<file path="src/rtl/nco_pkg.sv">
// Shared types and defaults for the quarter-wave NCO address generator.
// Quadrant encoding plus helpers for address mirroring and output inversion.
package nco_pkg;

    typedef enum logic [1:0] {
        Q1 = 2'b00,
        Q2 = 2'b01,
        Q3 = 2'b10,
        Q4 = 2'b11
    } quadrant_e;

    localparam int NCO_PHASE_W  = 16;
    localparam int NCO_ADDR_W   = 7;
    localparam int NCO_TW_RESET = 128;

    // Descending quadrants read the LUT backwards.
    function automatic logic is_reverse(input logic [1:0] q);
        return q[0];
    endfunction

    function automatic logic is_negative(input logic [1:0] q);
        return q[1];
    endfunction

endpackage

</file>
<file path="src/rtl/tick_prescaler.sv">
// Sample-tick generator: one tick every PRESCALE enabled clk cycles.
// The count freezes while enable is low; clear restarts the count.
module tick_prescaler #(
    parameter int PRESCALE = 1
) (
    input  logic clk,
    input  logic rst_n,
    input  logic enable,
    input  logic clear,
    output logic tick
);

    localparam int CW = (PRESCALE > 1) ? $clog2(PRESCALE) : 1;
    localparam logic [CW-1:0] LAST = CW'(PRESCALE - 1);

    logic [CW-1:0] cnt;

    assign tick = enable && (cnt == LAST);

    always_ff @(posedge clk or negedge rst_n) begin
        if (!rst_n)
            cnt <= '0;
        else if (clear)
            cnt <= '0;
        else if (enable)
            cnt <= tick ? '0 : cnt + 1'b1;
    end

endmodule

</file>
<file path="src/rtl/quarter_wave_nco.sv">
// Phase accumulator feeding a quarter-wave sine LUT: mirrored read address,
// quadrant flags aligned to the LUT's registered read, wrap-synchronous retune.
module quarter_wave_nco
    import nco_pkg::*;
#(
    parameter int                 PHASE_W  = NCO_PHASE_W,
    parameter int                 ADDR_W   = NCO_ADDR_W,
    parameter int                 PRESCALE = 1,
    parameter logic [PHASE_W-1:0] TW_RESET = PHASE_W'(NCO_TW_RESET)
) (
    input  logic               clk,
    input  logic               rst_n,
    input  logic               enable,
    input  logic               phase_clear,
    input  logic [PHASE_W-1:0] tw_in,
    input  logic               tw_load,
    output logic [ADDR_W-1:0]  lut_address,
    output logic [1:0]         quadrant,
    output logic               addr_valid,
    output logic               data_invert,
    output logic               data_valid,
    output logic               wrap,
    output logic [PHASE_W-1:0] active_tw
);

    logic [PHASE_W-1:0] phase, phase_next, pending;
    logic               pending_flag, carry, tick, wrap_tick;
    logic [1:0]         q_next;
    logic [ADDR_W-1:0]  idx_next, addr_next;

    tick_prescaler #(.PRESCALE(PRESCALE)) u_prescaler (
        .clk    (clk),
        .rst_n  (rst_n),
        .enable (enable),
        .clear  (phase_clear),
        .tick   (tick)
    );

    assign {carry, phase_next} = {1'b0, phase} + {1'b0, active_tw};
    assign q_next    = phase_next[PHASE_W-1 -: 2];
    assign idx_next  = phase_next[PHASE_W-3 -: ADDR_W];
    assign addr_next = is_reverse(q_next) ? ~idx_next : idx_next;
    assign wrap_tick = tick && carry && !phase_clear;

    always_ff @(posedge clk or negedge rst_n) begin
        if (!rst_n) begin
            phase       <= '0;
            lut_address <= '0;
            quadrant    <= 2'b00;
            addr_valid  <= 1'b0;
            wrap        <= 1'b0;
            data_invert <= 1'b0;
            data_valid  <= 1'b0;
        end else begin
            if (phase_clear) begin
                phase       <= '0;
                lut_address <= '0;
                quadrant    <= 2'b00;
                addr_valid  <= 1'b0;
                wrap        <= 1'b0;
            end else if (tick) begin
                phase       <= phase_next;
                lut_address <= addr_next;
                quadrant    <= q_next;
                addr_valid  <= 1'b1;
                wrap        <= carry;
            end else begin
                addr_valid  <= 1'b0;
                wrap        <= 1'b0;
            end
            // One extra stage to match the LUT's registered read.
            data_invert <= is_negative(quadrant);
            data_valid  <= addr_valid;
        end
    end

    // Retune only at a full-period wrap; when idle there is no waveform to glitch.
    always_ff @(posedge clk or negedge rst_n) begin
        if (!rst_n) begin
            active_tw    <= TW_RESET;
            pending      <= TW_RESET;
            pending_flag <= 1'b0;
        end else if (tw_load && (!enable || wrap_tick)) begin
            active_tw    <= tw_in;
            pending      <= tw_in;
            pending_flag <= 1'b0;
        end else if (wrap_tick && pending_flag) begin
            active_tw    <= pending;
            pending_flag <= 1'b0;
        end else if (tw_load) begin
            pending      <= tw_in;
            pending_flag <= 1'b1;
        end
    end

endmodule

</file>
<file path="config.mk">
export PLATFORM = sky130hd
export DESIGN_NAME = quarter_wave_nco
export DESIGN_NICKNAME = d
export VERILOG_FILES = /design/src/rtl/nco_pkg.sv /design/src/rtl/tick_prescaler.sv /design/src/rtl/quarter_wave_nco.sv
export SDC_FILE = /design/constraint.sdc
export NUM_CORES = 1
export LEC_CHECK = 0
export CORE_ASPECT_RATIO = 0.6
export CORE_MARGIN = 1
export CORE_UTILIZATION = 54
export DETAILED_ROUTE_END_ITERATION = 8
export PLACE_DENSITY = 0.8
export REMOVE_ABC_BUFFERS = 1
export SYNTH_ARGS = -nofsm -noshare
export SYNTH_HDL_FRONTEND = slang
export SYNTH_SLANG_ARGS = --single-unit
</file>
<file path="constraint.sdc">
create_clock -name clk -period 3.05 [get_ports clk]
set_input_delay 0.305 -clock clk [delete_from_list [all_inputs] [get_ports clk]]
set_output_delay 0.305 -clock clk [all_outputs]
set_load 0.01 [all_outputs]
</file>
# [After elaboration in Yosys (flattened, before gate mapping)]
# Cells that the tools add are included.
[word_totals] word_cells=52 regBits=63
[classes] n_reduce_logical=14 addsub=2 n_mux=22 bitwise=2 n_eq_ne=1
[ops] cell="$mux 16" count=7
[ops] cell="$mux 7" count=3
[ops] cell="$add 16x16->17" count=1
[ops] cell="$mux 1" count=10
[ops] cell="$reduce_bool 2->1" count=4
[ops] cell="$not 7->7" count=1
[ops] cell="$logic_and 1x1->1" count=5
[ops] cell="$mux 2" count=2
[ops] cell="$reduce_bool 3->1" count=1
[ops] cell="$logic_not 1->1" count=2
[ops] cell="$ne 2x2->1 const B" count=1
[ops] cell="$reduce_and 2->1" count=1
[ops] cell="$add 1x1->1 const B" count=1
[ops] cell="$logic_or 1x1->1" count=1
[ops] cell="$not 1->1" count=1

# [Logic depth before layout (Yosys ltp)]
# Gate-level depths: netlist of run 1.
[depth] depth_word=8 mapped_depth=11 depth_no_buf=10

# [Modules after synthesis]
# From an unflattened synthesis of run 1, not the netlist that was laid out.
[hier_totals] cells_unflattened=319 area_unflattened_um2=3432.0
[by_module_without_submodules] module="quarter_wave_nco" n_inst=1 cells_each=316 area_per_inst_um2=3385.7
[by_module_without_submodules] module="tick_prescaler" n_inst=1 cells_each=3 area_per_inst_um2=46.3

# [Worst setup path before layout of run 1]
# Ideal clock, no wire load.
[synth_timing] path_type="register -> register" start="register active_tw[0]" end="register active_tw[10]" slack_ns=0.389 required_time_ns=2.913 setup_time_ns=0.137 t_arrival_ns=2.524 stages_incl_launch_ff=12 synth_period_minus_slack_ns=2.661 path_cell_list="dfrtp_1 > ha_1 > inv_1 > fa_1 > and2b_1 > o2111ai_2 > and4_1 > o32ai_2 > nand2_2 > buf_2 > mux2i_1 > a21oi_1"
[synth_via] elab_chain_cells=6 elab_cells_between_ends=8
[synth_rtl] element="start: declaration" line="quarter_wave_nco.sv:23" source="output logic [PHASE_W-1:0] active_tw"
[synth_rtl] element="start signal: assignment" line="quarter_wave_nco.sv:84" source="active_tw <= tw_in;"
[synth_rtl] element="start signal: assignment" line="quarter_wave_nco.sv:88" source="active_tw <= pending;"
[synth_rtl] element="$add 16x16->17 *" line="quarter_wave_nco.sv:39" source="assign {carry, phase_next} = {1'b0, phase} + {1'b0, active_tw};"
[synth_rtl] element="$logic_and 1x1->1 * (2 in a row)" line="quarter_wave_nco.sv:43" source="assign wrap_tick = tick && carry && !phase_clear;"
[synth_rtl] element="$logic_or 1x1->1" line="quarter_wave_nco.sv:83" source="end else if (tw_load && (!enable || wrap_tick)) begin"
[synth_rtl] element="$logic_and 1x1->1" line="quarter_wave_nco.sv:83"
[synth_rtl] element="$mux 16 / $reduce_bool 2->1 (equally long branches)"
# Mark *: on every way between the ends. The rest lies on a longest branch, timed or not.
# A chain may end at the register's enable or synchronous reset.

# [Worst setup path after layout of run 1]
[layout_timing] start="register active_tw[0]" end="register active_tw[0]"
# Same word-level chain as after synthesis.

==> results.cfg, run 1 <==
[run_status]
status = finished clean

[floorplan]
ios = 50
coreArea_sq_um = 5730
floorplan.die_area_sq_um = 6440
fp.dieH_um = 62.5
row_count = 21
dieWidth_um = 103
start_util_pct = 57.6

[sta]
final-max-slew-violation-count = 0
rsz0062_at_grt = false
slew_headroom_pct = 59.1
hold_violations = 0
fmax_mhz = 352
post-route-min-period_ns = 2.84
tns_ns = 0
period_share_pct = 93.0
setup_viol = 0
tightestPinTransition_ns = 0.613
clock_skew_ns = 0.0112

[yosys]
ys.warnings.count = 0
synth_edf_count = 0
netlist_area_sq_um = 3300
synth.ff_latch_count = 61
syn_avg_cell_area_sq_um = 10.5
synthCells = 314
ys_seq_area_share_pct = 46.3
async_reset_ff_share_pct = 100
synth_cell_type_count = 56
synth-main-ff-cell = dfrtp_1

[routing]
remaining_drc_errors = 0
avgRoutedWirePerCell_um = 16.1
postRouteAntennaNets = 0
viasPerCell = 5.62
dr.pass1.iters = 5
vias = 2533
drt_wl_total_mm = 7.27
drtIter0Drc = 126

[place]
dp_hpwl_mm = 5.21
gp_congestion = 0.885
dpl_cell_area_sq_um = 3870
io_buffers = 49

[setup_path]
critical_path_class = reg2reg
cp_max_fo = 32
cp-end-kind = flop
cp.required_ns = 3.24
start_kind = flop
worstPathArrival_ns = 3.03

[clock_tree]
insertion_delay_ns = 0.35
cts_tree = yes
numCtsBuffers = 9
cts_root_buffer = clkbuf_8
h-tree-depth = 3
clkSlewWorstSetupHoldPaths_ns = 0.07
clk_path_buf_depth = 2
clock-sinks = 61
cts_setup_buffers = 0

[min_path]
hold_path_class = reg2reg

[cells_and_area]
fin_nets = 404
area_delta_synth_final_pct = 24.0
design_area_sq_um = 4090
mostFrequentLayoutCells = dfrtp_1 (59), clkdlybuf4s50_1 (48), a21oi_1 (28)
final_common_cell = dfrtp_1
diodes = 0
num-fill-cells = 449
drive_above_1_share_pct = 14.0

[power]
p_total_mw = 4.36
power.leakage_nw = 1.90
ir_drop_uv = 448
power_density_nw_per_um2 = 1070

[grt]
grt_first_pass_wirelength_mm = 12.2
antenna_found_initial = 0
grt_pass1_vias = 2433
grt_max_degree = 33
overflow = 0
grt_use_total_pct = 25.6

[flow_run]
maxCapViolations = 0
## worst max-delay path, stage by stage, from the launching register on
cell,delay (ns)
dfrtp_1,0.38
ha_1,0.18
inv_1,0.05
fa_1,0.38
and2b_1,0.24
o2111ai_2,0.16
and4_1,0.26
or2_2,0.30
o221a_2,0.48
nor2_1,0.18
a21oi_1,0.07
## power by group
group	total (mW)	leakage, nW	switching, mW	internal (mW)
registers	1.23	0.744	0.193	1.03
logic	2.39	1.06	1.23	1.17
clock network	0.745	0.0955	0.340	0.404
total	4.36	1.90	1.76	2.60
## stage by stage
stage	std cells	setup slack [ns]	hold WS, ns	util [%]
after detailed placement	434	0.167	0.248	67.6
after global routing	451	0.0278	0.401	71.5
after CTS	451	0.0980	0.384	71.4
after floorplan	296	0.409	0.00941	-
final	451	0.213	0.375	71.5
after global placement	434	0.291	0.242	67.6
## sequential cells by signal (all words and copies together) (netlist names)
name             count
pending_flag         1
u_prescaler.cnt      1
addr_valid           1
active_tw           16
lut_address          7
quadrant             2
wrap                 1
data_valid           1
pending             16
phase               14
data_invert          1
## timing repair
action	in CTS	in global routing
hold buffers	1	0
hold endpoints to repair	15	0
resized for setup	0	1
endpoints found under the setup margin	0	7
## cell type report
| cell class | instances | area, sq um | share of cell area [%] |
|---|---|---|---|
| Multi-Input combinational cell | 225 | 1660 | 40.4 |
| Sequential cell | 61 | 1530 | 37.4 |
| Timing Repair Buffer | 59 | 563 | 13.8 |
| Tap cell | 80 | 100 | 2.45 |
| Clock inverter | 6 | 70.1 | 1.71 |
| Inverter | 10 | 37.5 | 0.917 |
| Clock buffer | 10 | 138 | 3.36 |
## synthesized netlist by cell type (2+ instances only)
cell / n / share of area [%]
or4_1: 2 / 0.45
o21a_1: 4 / 0.91
nand2b_1: 3 / 0.57
mux2_2: 16 / 5.5
a21o_1: 7 / 1.6
mux2i_1: 17 / 5.2
nand3_1: 7 / 1.1
and3_1: 2 / 0.38
xnor2_1: 11 / 2.9
o21ai_1: 7 / 1.1
nor2_1: 21 / 2.4
a31oi_1: 3 / 0.57
a211o_1: 3 / 0.80
nand2_1: 20 / 2.3
dfrtp_1: 59 / 45
nor3_1: 5 / 0.76
xor2_1: 5 / 1.3
buf_4: 2 / 0.45
a22o_1: 8 / 2.1
a21oi_1: 28 / 4.2
clkbuf_1: 9 / 1.0
or2_2: 2 / 0.38
inv_1: 9 / 1.0
buf_2: 5 / 0.76
ha_1: 16 / 6.1
nand4_1: 3 / 0.57
o21ai_0: 10 / 1.5
dfstp_2: 2 / 1.6
## kinds of logic after synthesis
logic type | Yosys count | share of synthesized area, %
AOI/OAI and AO/OA | 86 | 17.9
DFF | 61 | 46.3
muxes | 33 | 10.6
xor gates and xnor gates | 16 | 4.25
buffers and inverters | 28 | 3.64
and+or+nand+nor | 73 | 10.6
adders and majority gates | 17 | 6.67
## metal layers
layer,GRT usage (%),wire [um],vias to the layer above
met5,0,0,-
met3,7.72,481,6
met1,39.4,3730,1213
li1,-,-,1241
met4,7.39,71,0
met2,34.3,2990,73
## worst paths after layout
path                         startpoint           end  slack, ns  cells after the start
max reg2reg                active_tw[0]  active_tw[0]       0.21                     10
min in group asynchronous         rst_n      phase[3]       0.41                      2
max                        active_tw[0]  active_tw[0]       0.21                     10
min reg2reg                  addr_valid    data_valid       0.38                      0
min                          addr_valid    data_valid       0.38                      0
max in group asynchronous         rst_n  active_tw[7]       1.91                      3
(Power assumes the default switching activity.)
==> inputs of run 2 (changes only) <==
--- a/config.mk
+++ b/config.mk
@@ -11,6 +11,7 @@
 export DETAILED_ROUTE_END_ITERATION = 8
 export PLACE_DENSITY = 0.8
 export REMOVE_ABC_BUFFERS = 1
+export SKIP_LAST_GASP = 1
 export SYNTH_ARGS = -nofsm -noshare
 export SYNTH_HDL_FRONTEND = slang
 export SYNTH_SLANG_ARGS = --single-unit
==> results of run 2 <==
Final layout, timing and power as in run 1 (identical DEF).
